==> config.mk <==
export PLATFORM = sky130hd
export DESIGN_NAME = streamer_dreq_lfsr
export DESIGN_NICKNAME = d
export VERILOG_FILES = /design/src/rtl/streamer_seq_checker_pkg.sv /design/src/rtl/streamer_dreq_lfsr.sv
export SDC_FILE = /design/constraint.sdc
export NUM_CORES = 1
export LEC_CHECK = 0
export ABC_AREA = 1
export CAP_MARGIN = 20
export CORE_AREA = 2 2 39 41
export DETAILED_ROUTE_END_ITERATION = 16
export DIE_AREA = 0 0 41 43
export PLACE_DENSITY_LB_ADDON = 0.05
export SLEW_MARGIN = 20
export SYNTH_ARGS = -nofsm -noshare
export SYNTH_HDL_FRONTEND = slang
export SYNTH_SLANG_ARGS = --single-unit
==> constraint.sdc <==
create_clock -name clk -period 1 [get_ports clk]
set_clock_uncertainty 0.05 [all_clocks]
set_input_delay 0.15 -clock clk [delete_from_list [all_inputs] [get_ports clk]]
set_output_delay 0.15 -clock clk [all_outputs]
set_load 0.005 [all_outputs]
==> src/rtl/streamer_seq_checker_pkg.sv <==
// Shared types and helpers for the streamer receive-side sequence checker
// and its dreq throttle.
package streamer_seq_checker_pkg;

  typedef enum logic {
    S_UNLOCKED = 1'b0,
    S_TRACK    = 1'b1
  } t_chk_state;

  // Galois taps for x^16+x^14+x^13+x^11+1 in a right-shifting register.
  localparam logic [15:0] LfsrPoly        = 16'hB400;
  localparam logic [15:0] LfsrSeedDefault = 16'hACE1;

  // Increment that sticks at the all-ones value of a width-bit counter (width <= 64).
  function automatic logic [63:0] sat_inc(input logic [63:0] value, input int unsigned width);
    logic [63:0] max_value;
    max_value = (width >= 64) ? 64'hFFFF_FFFF_FFFF_FFFF : ((64'd1 << width) - 64'd1);
    return (value >= max_value) ? max_value : value + 64'd1;
  endfunction

endpackage

==> src/rtl/streamer_dreq_lfsr.sv <==
// LFSR-driven request throttle: dreq is asserted with probability thresh/256.
// Shared with the source-side counter-pattern generator.
module streamer_dreq_lfsr
  import streamer_seq_checker_pkg::*;
#(
  parameter int unsigned g_dreq_thresh = 205,
  parameter logic [15:0] g_lfsr_seed   = LfsrSeedDefault
) (
  input  logic clk,
  input  logic rst_n,
  input  logic enable,
  output logic dreq
);

  // Thresholds above 256 behave as always-on.
  localparam logic [8:0] Thresh = 9'((g_dreq_thresh > 256) ? 256 : g_dreq_thresh);

  logic [15:0] lfsr_q;
  logic [15:0] lfsr_d;

  always_comb begin
    lfsr_d = {1'b0, lfsr_q[15:1]};
    if (lfsr_q[0]) begin
      lfsr_d = lfsr_d ^ LfsrPoly;
    end
  end

  always_ff @(posedge clk or negedge rst_n) begin
    if (!rst_n) begin
      lfsr_q <= g_lfsr_seed;
      dreq   <= 1'b0;
    end else begin
      lfsr_q <= lfsr_d;
      dreq   <= enable && ({1'b0, lfsr_q[7:0]} < Thresh);
    end
  end

endmodule

==> results list, run 1 <==
* Total routing usage reported by global routing: 0.104
- Transition time at the pin with the least slew margin: 0.149 ns
- Post-CTS resize count: 4
- Entering global routing, the biggest net connects 18 pins.
- The core region is approximately 0.0014 mm².
- Number of antenna violations at the first check in global routing: 0
- In this run the core area contains 14 standard-cell rows.
* CTS buffer count: 3
- Data on the critical path arrives at its endpoint at 1.13 ns.
- Of the synthesized area, sequential elements account for 0.839.
* Routability congestion estimate from global placement: approximately 0.59
- The number of nets in the synthesized netlist is 35.
* Detailed-route via count: 232
- Warning count from the yosys run: 0
- Synthesis handed over a netlist of 32 instances.
* IR drop worst, VDD: approximately 0.78 mV
- Yosys reg bits: 17
- Count of final setup violators: 0
- The path class of the tightest hold or removal check is primary input to asynchronous set/reset pin.
- The floorplan step defined a die boundary enclosing 0.00176 mm².
* Total iterations of the first detailed-routing run: 1
- Number of standard cells in the layout, taps in and fillers out: 57
* Largest fanout of any net on the critical path: 4
- Most frequent cells in the layout: dfrtp_1 (9), dfstp_2 (8), inv_1 (4), nand2_1 (4)
- Most common cell after layout, fill and taps aside: dfrtp_1
- H-tree level count: 1
* Number of max-slew violations in the final report: 0
* Share of post-route cells with drive strength above 1: 0.463
- Summed over all nets, the half-perimeter wirelength after detailed placement is 450 µm.
- In this run the power density over the cells is 1670 mW/mm².
- Post-CTS timing repair inserted 0 buffers for setup.
- TritonCTS built the clock tree.
- I/O pin count: 4
- The die is 43 µm tall.
- After filler insertion, the fill cell instance count of the layout stands at 131.
- Input and output buffers added on the ports amount to 3.
- After detailed routing, the number of vias per cell comes to 4.07.
* Fraction of the cycle the final worst path needs: 0.976
- Clock net sink count: 17
- The tree is rooted in a clkbuf_4.
- Mean cell area of the mapped netlist: 16.2 µm²
- Final routed wirelength across all metal layers: 644 µm
* Clock network fraction of design power: 0.316
- Part of the power in registers: 0.652
* Die width: 41 µm
* Congestion Overflow GR: 0
- Number of remaining DRC errors: 0
* Max-cap violations: 0
- 0 antenna diodes ended up in the layout.
- Including well taps, the total number of placed cells is 53.
* Max Fclk: between 1000 and 1500 MHz
- Synthesized cell area: roughly 520 µm²
- Category of the worst setup path launch point: flip-flop
- The number of global-route vias before repair came to 235.
- Of the total power, the share spent switching nets is 0.193.
- Clock latency reported for the late side of the worst-skew pair: 0.27 ns
* Remaining antenna violation count after routing: 0
- The analysis attributes to cell leakage a power of 0.329 nW.
* Cell internal pwr: 0.000856 W
- Data on the critical path is required at its endpoint by ~1.2 ns.
- For this configuration, the core starts out at a cell density of 0.375.
* Relative slew margins: 0.901
- Net Switching: around 0.00020 W
- Synth cell types: 8
* Unrepaired setup endpoints after global routing: yes
* Shortest clock period the worst path allows after layout: between 0.9 and 1 ns
- Number of nets at the end of the flow: between 40 and 50
* 1st-iter DRT viols: 0
* Sort of element at the end of the critical path: flip-flop
- Final Hold Viols: 0
* Maximum buffer depth of the clock tree: 2
- Post-Route Setup TNS: 0 ns
- Dividing the detail-routed wire length by the instance count gives 11.3 µm.
* Combinational share of power: 0.031
* Hold bufs inserted after CTS: 0
* Run status: completed
* Path type of the worst setup path: flip-flop to flip-flop
- After clock tree synthesis, the clock-pin slew on the worst setup and hold paths is 0.09 ns.
- Global-route wire length before repair: 1.15 mm
- Area growth, synth to finish: 22.2%
==> synth_stat cells, drive strengths merged <==
cell,instances,share of area
a21oi,1,0.017
dfrtp,9,0.43
dfstp,8,0.40
inv,5,0.036
nand2,5,0.036
nor2,1,0.022
xor2,3,0.051
==> logic make-up (layout without fill, tap and decap cells) <==
group,count (synthesis),in the layout,share of synthesized area
DFF,17,17,0.839
and+or+nand+nor,6,6,0.0578
buffers and inverters,5,14,0.0361
xor gates and xnor gates,3,3,0.0506
AOI/OAI and AO/OA,1,1,0.0169
==> worst max-delay path: stages (launching register included) <==
cell,delay [ns]
dfstp_2,0.58
buf_12,0.12
xor2_1,0.15
==> state kept, by name (all words and copies together), names as in the netlist <==
signal	flops
lfsr_q	16
dreq	1
==> power groups by stage <==
stage	combinational (W)	clock, W	sequential, W
2_1_floorplan	0.00000229	0	0.000704
3_3_place_gp	0.0000355	0	0.000703
3_5_place_dp	0.0000367	0	0.000704
4_1_cts	0.0000348	0.000354	0.000691
5_1_grt	0.0000372	0.000380	0.000692
6_report	0.0000334	0.000335	0.000691
==> cell type report <==
cell class | count | area (µm²) | share of cell area
flip-flops and latches | 17 | 435 | 0.686
multi-input cells | 10 | 67.6 | 0.107
repair buffers | 5 | 65.1 | 0.103
clock buffers | 3 | 22.5 | 0.0355
well taps | 16 | 20.0 | 0.0316
inverters | 5 | 18.8 | 0.0296
clock inverters | 1 | 5.00 | 0.00789
==> worst paths after layout <==
| path | start | end | slack (ns) | cells after the start |
|---|---|---|---|---|
| worst max-delay path | lfsr_q[0] | lfsr_q[13] | 0.02 | 2 |
| worst min-delay path | rst_n | lfsr_q[12] | 0.15 | 2 |
| worst max register to register | lfsr_q[0] | lfsr_q[13] | 0.02 | 2 |
| worst min register to register | lfsr_q[12] | lfsr_q[11] | 0.31 | 0 |
| max in group asynchronous | rst_n | lfsr_q[5] | 0.54 | 2 |
| min in group clk | lfsr_q[12] | lfsr_q[11] | 0.31 | 0 |
==> through the flow <==
| step | setup slack, ns | instance area (µm²) | total power (W) | hold slack, ns | utilization |
|---|---|---|---|---|---|
| finish | 0.0244 | 634 | 0.00106 | 0.154 | 0.458 |
| global route | -0.00382 | 634 | 0.00111 | 0.142 | 0.458 |
| CTS | 0.0190 | 632 | 0.00108 | 0.150 | 0.457 |
| detailed placement | -0.00172 | 609 | 0.000740 | 0.287 | 0.440 |
| global placement | 0.0106 | 609 | 0.000739 | 0.288 | 0.440 |
| floorplan | 0.0582 | 519 | 0.000706 | -0.196 | - |
==> routing by layer <==
layer | up-vias | GRT usage | share of wire
met5 | - | 0 | 0
met4 | 0 | 0.0800 | 0.017
met3 | 2 | 0.0314 | 0.056
li1 | 111 | - | -
met2 | 4 | 0.113 | 0.44
met1 | 115 | 0.168 | 0.48
Power figures use the tool's default switching activity.
==> inputs of run 2 (changes only) <==
- CORE_AREA: 2 2 39 41 -> 8 8 45 47
- DIE_AREA: 0 0 41 43 -> 0 0 53 55
- TNS_END_PERCENT: not set -> 100
==> run 2 against run 1 <==
Routed wire length rose by 4.0%. Sequential share of layout area fell by 0.40 points. Via count rose by 4.7%. Sequential power barely moved. Cell area rose by 0.59%. Die area rose by 65%. Critical path type unchanged. Final cell count did not move. Maximum frequency rose by 0.42%. Largest cell class unchanged. Global-route usage fell by 4.2 points. Sequential cell count did not move.
==> results list, run 2 (synthesized netlist as in run 1, its figures left out) <==
* Data arrival time at the worst-slack endpoint: 1.10 ns
- At the end of the flow, the number of nets in the layout was 45.
* Area of the die: 0.00292 mm²
* Worst R2R End: dreq
- The worst hold path belongs to the class primary input to asynchronous set/reset pin.
- Setup repair after global routing could not meet its margin everywhere.
- Dividing the detail-routed wire length by the instance count gives 11.8 µm.
- In this run the register-to-register setup slack is 0.03 ns.
- CTS Root Buffer Type: clkbuf_4
* Starting Density: 0.375
- The register with the most flip-flops in the final layout is lfsr_q.
- TritonCTS built the clock tree.
- Clock latency reported for the late side of the worst-skew pair: 0.28 ns
- The first global-routing pass estimated roughly 1.2 mm of wire.
- Worst r2r path cells: 5
- Number of buffers inserted to repair setup after CTS: 0
- Vias in the first global route: 281
- Final Hold Viols: 0
- In this run, post-CTS repair resized a total of 4 instances.
* Final design utilization: 0.461
- Combinational share of power: 0.031
- 1st-iter DRT viols: 4
- The library cells used most frequently in the layout, excluding fill and tap cells, are dfrtp_1 (9), dfstp_2 (8), nand2_1 (5).
- For the worst setup path, the data required time is between 1 and 1.5 ns.
- In the final layout, the share of cells above drive strength 1 is 0.439.
* Place WS: 0.0000180 ns
* Clock net sink count: 17
- Tracing the worst setup path back leads to its startpoint at lfsr_q[0].
* CTS buffer count: 3
* Busiest grt layer: met2
- Across the whole layout, storage elements account for 435 µm².
- Largest net degree at the start of global routing: 18
- In this run the static leakage power is 0.327 nW.
- In this run the power density over the cells is 1670 mW/mm².
* Area of the core region: 0.00138 mm²
* Worst hold margin: about 0.14 ns
- Shortest clock period the worst path allows after layout: 0.972 ns
- Number of antenna violations at the first check in global routing: 0
* Biggest regs: lfsr_q (16), dreq (1)
- 0 antenna diodes ended up in the layout.
* Estimated wirelength of the detail-placed design: 456 µm
- Number of buffers inserted by port buffering: 3
- In this run the worst path has a maximum fanout of 2.
- Number of fill cells: 131
* Routing usage on met2: 0.0879
- The count of nets left with antenna violations once routing finished came out at 0.
- Most common cell after layout, fill and taps aside: dfrtp_1
* Post-layout worst setup margin: 0.0284 ns
- Relative to the synthesized area, the layout overhead comes to 22.9%.
- Hold bufs inserted after CTS: 0
* Number of max-slew violations in the final report: 0
- For this run the aggregate overflow at the end of global routing stands at 0.
- Number of standard cells in the layout, taps in and fillers out: 57
- For this run, the top clock speed supported by timing is slightly above 1000 MHz.
* Maximum buffer depth of the clock tree: 2
* IR drop worst, VDD: 0.728 mV
- Cell internal pwr: roughly 0.00086 W
* Total routing usage reported by global routing: 0.0623
- In the routed layout, each cell is associated on average with a via count of 4.26.
- Fraction of the cycle the final worst path needs: 0.972
- Category of the worst setup path launch point: flip-flop
- In this run the count of I/O pins placed on the die edge is 4.
* Part of the power in registers: 0.649
- Number of flip-flops in the largest register: 16
* Number of remaining DRC errors: 0
- Clock network fraction of design power: 0.320
* Net Switching: 0.000202 W
* Y dimension of the die: ~55 µm
- Count of final setup violators: 0
* Met3 GRT Util: 0.0294
- Run status: completed
- Relative slew margins: 0.908
- After clock tree synthesis, the clock-pin slew on the worst setup and hold paths is around 0.090 ns.
- Count of placed standard cells including taps: 53
* H-tree level count: 1
- Sort of element at the end of the critical path: flip-flop
- The first TritonRoute pass finished after 2 iterations.
- The congestion estimate from routability-driven global placement came to 0.583.
* Worst r2r src: lfsr_q[0]
* Transition time at the pin with the least slew margin: 0.138 ns
* Die width: 53 µm
* Share of total power consumed by net switching: 0.190
- Path type of the worst setup path: flip-flop to flip-flop
* Met1 layer usage reported by global route: 0.0607
- In the final layout, the multi-input gates occupy 72.6 µm².
- The critical path ends at dreq.
- In this run the core area contains 14 standard-cell rows.
- Final routed wirelength across all metal layers: 670 µm
- Max-cap violations: 0
- Detailed-route via count: around 240
[run 2: changes by cell type in the layout (fill, tap and decap cells not counted)]
cell / previous run / this run
clkbuf_1: 0 / 1
clkinv_2: 1 / 0
nand2_1: 4 / 5
nand2_2: 1 / 0
xor2_1: 3 / 2
xor2_2: 0 / 1
[run 2: how the worst min path moves through the flow]
stage / to / slack (ns) / depth (start not counted)
2_1_floorplan: dreq / -0.20 / 0
3_3_place_gp: lfsr_q[7] / 0.29 / 0
3_5_place_dp: lfsr_q[11] / 0.29 / 0
4_1_cts: lfsr_q[4] / 0.13 / 2
5_1_grt: lfsr_q[1] / 0.13 / 2
6_report: lfsr_q[1] / 0.14 / 2
[run 2: final cells by class]
cell class	instances	area share
Multi-Input combinational cell	10	0.114
Clock buffer	4	0.0412
Timing Repair Buffer	5	0.102
Sequential cell	17	0.682
Tap cell	16	0.0314
Inverter	5	0.0294
[run 2: metal layers]
layer | wire [µm] | vias up
li1 | - | 110
met1 | 291 | 129
met2 | 331 | 4
met3 | 47 | 0
met4 | 0 | 0
met5 | 0 | -
[run 2: worst max-delay path, cell delays in order, from the launching register on]
cell and delay [ns]:
dfstp_2 0.58, inv_2 0.04, nand2_1 0.05, nand2_1 0.04, nand2_1 0.06, a21oi_2 0.05
[run 2: per-stage QoR]
step                      cell area [µm²]  setup TNS [ns]  total power, W
after floorplan                       519               0        0.000706
after global placement                609               0        0.000739
after detailed placement              609               0        0.000740
after CTS                             631               0         0.00110
after global routing                  638         -0.0309         0.00113
final                                 638               0         0.00106
[run 2: power by group through the flow]
stage                     clock network (W)  registers, W    logic, W
after floorplan                           0      0.000704  0.00000229
after global placement                    0      0.000703   0.0000356
after detailed placement                  0      0.000703   0.0000367
after CTS                          0.000373      0.000691   0.0000347
after global routing               0.000405      0.000692   0.0000375
final                              0.000340      0.000691   0.0000331
